`src/rtl/mem_port_arbiter.sv`:
```
// Single-port memory arbiter between instruction fetch and the load/store path.
// Data wins ties, except when IF has waited through MAX_D_STREAK data grants.
module mem_port_arbiter #(
  parameter int AW           = 32,
  parameter int DW           = 32,
  parameter int MAX_D_STREAK = 4,
  parameter int TIMEOUT      = 64
) (
  input  logic          clk,
  input  logic          reset,
  input  logic          if_req,
  input  logic [AW-1:0] if_addr,
  output logic          if_ack,
  output logic [DW-1:0] if_rdata,
  input  logic          d_req,
  input  logic          d_we,
  input  logic [AW-1:0] d_addr,
  input  logic [DW-1:0] d_wdata,
  output logic          d_ack,
  output logic [DW-1:0] d_rdata,
  output logic          err,
  output logic          if_stall,
  output logic          d_stall,
  output logic          mem_req,
  output logic          mem_we,
  output logic [AW-1:0] mem_addr,
  output logic [DW-1:0] mem_wdata,
  input  logic [DW-1:0] mem_rdata,
  input  logic          mem_ack
);
  localparam int TW = (TIMEOUT > 1) ? $clog2(TIMEOUT) : 1;

  typedef enum logic [1:0] {IDLE, BUSY_IF, BUSY_D} state_t;

  state_t        state, state_nx;
  logic [3:0]    streak, streak_nx;
  logic [TW-1:0] tcnt, tcnt_nx;
  logic          req_nx, we_nx, if_ack_nx, d_ack_nx, err_nx;
  logic [AW-1:0] addr_nx;
  logic [DW-1:0] wdata_nx, if_rdata_nx, d_rdata_nx;
  logic          grant_if, grant_d, tmo_hit;

  assign if_stall = if_req & ~if_ack;
  assign d_stall  = d_req & ~d_ack;
  assign tmo_hit  = (TIMEOUT != 0) && (tcnt == TW'(TIMEOUT - 1));

  always_comb begin
    state_nx    = state;
    streak_nx   = streak;
    tcnt_nx     = tcnt;
    req_nx      = mem_req;
    we_nx       = mem_we;
    addr_nx     = mem_addr;
    wdata_nx    = mem_wdata;
    if_rdata_nx = if_rdata;
    d_rdata_nx  = d_rdata;
    if_ack_nx   = 1'b0;
    d_ack_nx    = 1'b0;
    err_nx      = 1'b0;
    grant_if    = 1'b0;
    grant_d     = 1'b0;
    case (state)
      IDLE: begin
        grant_if = if_req && (!d_req || streak == 4'(MAX_D_STREAK));
        grant_d  = d_req && !grant_if;
        if (grant_if) begin
          state_nx  = BUSY_IF;
          streak_nx = '0;
          we_nx     = 1'b0;
          addr_nx   = if_addr;
          wdata_nx  = '0;
        end else if (grant_d) begin
          state_nx  = BUSY_D;
          // streak only grows while fetch is actually waiting
          if (!if_req)                          streak_nx = '0;
          else if (streak != 4'(MAX_D_STREAK))  streak_nx = streak + 4'd1;
          we_nx     = d_we;
          addr_nx   = d_addr;
          wdata_nx  = d_wdata;
        end
        if (grant_if || grant_d) begin
          req_nx  = 1'b1;
          tcnt_nx = '0;
        end
      end
      BUSY_IF, BUSY_D: begin
        if (mem_ack) begin
          req_nx   = 1'b0;
          state_nx = IDLE;
          if (state == BUSY_IF) begin
            if_ack_nx   = 1'b1;
            if_rdata_nx = mem_rdata;
          end else begin
            d_ack_nx   = 1'b1;
            d_rdata_nx = mem_we ? '0 : mem_rdata;
          end
        end else begin
          tcnt_nx = tcnt + TW'(1);
          if (tmo_hit) begin
            req_nx   = 1'b0;
            err_nx   = 1'b1;
            state_nx = IDLE;
            if (state == BUSY_IF) begin
              if_ack_nx   = 1'b1;
              if_rdata_nx = '0;
            end else begin
              d_ack_nx   = 1'b1;
              d_rdata_nx = '0;
            end
          end
        end
      end
      default: state_nx = IDLE;
    endcase
  end

  always_ff @(posedge clk or posedge reset) begin
    if (reset) begin
      state     <= IDLE;
      streak    <= '0;
      tcnt      <= '0;
      mem_req   <= 1'b0;
      mem_we    <= 1'b0;
      mem_addr  <= '0;
      mem_wdata <= '0;
      if_ack    <= 1'b0;
      d_ack     <= 1'b0;
      if_rdata  <= '0;
      d_rdata   <= '0;
      err       <= 1'b0;
    end else begin
      state     <= state_nx;
      streak    <= streak_nx;
      tcnt      <= tcnt_nx;
      mem_req   <= req_nx;
      mem_we    <= we_nx;
      mem_addr  <= addr_nx;
      mem_wdata <= wdata_nx;
      if_ack    <= if_ack_nx;
      d_ack     <= d_ack_nx;
      if_rdata  <= if_rdata_nx;
      d_rdata   <= d_rdata_nx;
      err       <= err_nx;
    end
  end
endmodule

```
`config.mk`:
```
export PLATFORM = sky130hd
export DESIGN_NAME = mem_port_arbiter
export DESIGN_NICKNAME = d
export VERILOG_FILES = /design/src/rtl/mem_port_arbiter.sv
export SDC_FILE = /design/constraint.sdc
export NUM_CORES = 1
export LEC_CHECK = 0
export CORE_MARGIN = 10
export CORE_UTILIZATION = 45
export CTS_BUF_LIST = sky130_fd_sc_hd__clkbuf_16
export CTS_CLUSTER_SIZE = 14
export DETAILED_ROUTE_END_ITERATION = 10
export HOLD_SLACK_MARGIN = 0.02
export PLACE_DENSITY = 0.87
export SYNTH_ARGS = -nofsm -noshare
export SYNTH_HDL_FRONTEND = slang
export SYNTH_SLANG_ARGS = --single-unit
```
`constraint.sdc`:
```
create_clock -name clk -period 11.65 [get_ports clk]
set_input_delay 2.33 -clock clk [delete_from_list [all_inputs] [get_ports clk]]
set_output_delay 2.33 -clock clk [all_outputs]
set_load 0.02 [all_outputs]
```
==> impl_metrics.json <==
{
  "yosysMostFrequentCell": "dfrtp_1",
  "synthFlopType": "dfrtp_1",
  "max_stage_delay_ns": 0.75,
  "via_count": 5318,
  "ctsLongestPathBuffers": 2,
  "grt_max_degree": 87,
  "syn_inst": 552,
  "syn-num-nets": 691,
  "layout_min_cycle_time_ns": 6.216,
  "crit_required_ns": 9.32,
  "netlist.area_leader.share": 0.6230,
  "arrival_ns": 3.89,
  "grt_antenna_before_repair": 0,
  "vias_per_cell": 5.377,
  "hold_start": "mem_wdata[14]$_DFFE_PP0P_",
  "grt_pass1_vias": 5717,
  "placementRows": 41,
  "critPathMostFrequentCell": "clkdlybuf4s50_1",
  "timing.fmax_ghz": 0.1609,
  "clock-sinks": 145,
  "path_clk_slew_ns": 0.05,
  "num-nets-final": 945,
  "synth_cell_type_count": 35,
  "dr.pass1.iters": 4,
  "r2r_setup_slack_ns": 9.31,
  "syn_area_um2": 5824,
  "async_flop_share": 1.000,
  "core_um2": 12670,
  "design_power_total_mw": 2.649,
  "post_drt_wl_per_cell_um": 20.87,
  "ys_seq_elements": 145,
  "io_pins": 269,
  "status": "finished, final reports clean",
  "worst_slew_pin_slew_ns": 1.332,
  "cts_root_buffer": "clkbuf_16",
  "slowest_stage": "clkdlybuf4s50_1",
  "areaGrowthSynthToFinish_pct": 58.20,
  "hold_end": "mem_wdata[14]$_DFFE_PP0P_",
  "grt_pass1_wl_um": 32220,
  "skew_ns": 0.007586,
  "drive_above_1_share": 0.04896,
  "worstSetupPathType": "in2out",
  "synth.area.top_cells": "dfrtp_1, a22o_1, nand2_1",
  "numPortBuffers": 268,
  "r2r_start": "state[0]$_DFFE_PP0P_",
  "min_path_cells": 2,
  "gp_congestion": 0.8179,
  "ys_seq_area_frac": 0.6230,
  "ctsResizeCount": 0,
  "syn_area_per_cell_um2": 10.55,
  "min_path_type": "reg2reg",
  "synth_edf_count": 0,
  "cts-buffers-inserted": 17,
  "max_slew_margin": 0.1122,
  "layout_setup_ws_ns": 5.434,
  "place_ws_ns": 5.449,
  "totalWireLength_um": 20640,
  "drt_iter0_markers": 389,
  "die_h_um": 133.8,
  "synthTopCellsByCount": "dfrtp_1, nand2_1, a21oi_1, a22o_1, nor2_1",
  "powerDensity_nw_per_um2": 287.5,
  "drv_slew": 0,
  "start_util": 0.4597,
  "grt-ovfl-total": 0,
  "grt_util_all_layers": 0.2285,
  "synth_warnings": 0,
  "rr_worst_depth": 4,
  "clk_latency_ns": 0.41,
  "finalSetupTns_ns": 0,
  "total_leakage_power_nw": 4.076,
  "cts_max_level": 4,
  "hold_buffers": 0,
  "rsz0062_at_grt": "false",
  "die_area_um2": 17890,
  "diodes": 0,
  "place.detailed.hpwl_um": 15010,
  "die_width_um": 133.8,
  "vdd_drop_max_uv": 179.1,
  "setup_viol": 0,
  "path_cells": "clkdlybuf4s50_1 > nor2b_1 > clkdlybuf4s50_1",
  "worstReg2RegEnd": "if_rdata[6]$_DFFE_PP0P_",
  "cap_violations": 0,
  "post-cts-setup-buffers": 0,
  "critPathLaunchType": "input port",
  "fin_crit_sh": 0.5336,
  "crit_fanout": 7,
  "cts_tree": "done",
  "hold_viol_final": 0,
  "ant_nets": 0,
  "drc": 0,
  "crit_path_end_kind": "output port",
  "yosysTopAreaCell": "dfrtp_1"
}
-- how the worst max path moves through the flow --
stage	start	end	slack [ns]	cells past startpoint
floorplan	reset	d_ack$_DFF_PP0_	5.43	1
global placement	if_req	if_stall	5.45	3
detailed placement	if_req	if_stall	5.45	3
CTS	if_req	if_stall	5.42	3
global route	if_req	if_stall	5.38	3
finish	if_req	if_stall	5.43	3
-- where the power goes --
part	switching, mW	total, mW	internal [mW]	leakage [nW]
combinational	0.672	1.25	0.576	1.96
clock	0.191	0.540	0.349	0.298
sequential	0.137	0.861	0.724	1.82
-- placed cells by master (no fill, tap or decap), types with 4 or more instances in the layout --
cell type,n
clkdlybuf4s50_1,268
a21oi_1,67
buf_4,7
nand3_1,5
clkinv_1,4
ha_1,5
o21ai_0,37
nor2_1,42
clkbuf_16,17
inv_1,12
a22o_1,66
bufinv_16,4
nand2_1,105
dfrtp_1,145
-- routing by layer --
layer | part of all wire | global-route usage
met2 | 0.47 | 0.3579
met1 | 0.38 | 0.2635
met4 | 0.022 | 0.08041
met5 | 0 | 0
met3 | 0.13 | 0.1177
-- registers in the layout (all words and copies together), names as in the netlist --
| register | count |
|---|---|
| tcnt | 6 |
| state | 2 |
| mem_wdata | 32 |
| if_rdata | 32 |
| d_rdata | 32 |
| if_ack | 1 |
| mem_we | 1 |
| mem_req | 1 |
| d_ack | 1 |
| streak | 4 |
| err | 1 |
| mem_addr | 32 |
-- worst max-delay path, delay by kind of cell --
family | cells | cell delay [ns]
simple gates | 1 | 0.19
buf+inv | 2 | 1.37
-- kinds of logic after synthesis --
group | synth area share
XOR/XNOR | 0.003008
AO/OA/AOI/OAI | 0.2067
buffers and inverters | 0.03544
multiplexers | 0.001933
adder cells (fa/ha/maj) | 0.01074
AND/OR/NAND/NOR | 0.1192
flip-flops | 0.6230
-- layout make-up --
| class | instances | area [um^2] |
|---|---|---|
| repair buffers | 275 | 2735 |
| well taps | 172 | 215.2 |
| clock inverters | 13 | 155.1 |
| multi-input cells | 358 | 2016 |
| fillers | 841 | 3457 |
| flip-flops and latches | 145 | 3628 |
| clock buffers | 17 | 425.4 |
| inverters | 9 | 38.79 |
-- per-stage QoR --
step / hold WS (ns) / cells / area, um^2 / utilization
floorplan: 0.4658 / 552 / 5824 / -
global placement: 0.4627 / 959 / 8633 / 0.6813
detailed placement: 0.4721 / 959 / 8633 / 0.6813
CTS: 0.4907 / 989 / 9214 / 0.7272
global route: 0.5095 / 989 / 9214 / 0.7272
finish: 0.4876 / 989 / 9214 / 0.7272
Note: power is estimated with default switching activity, not from simulation.
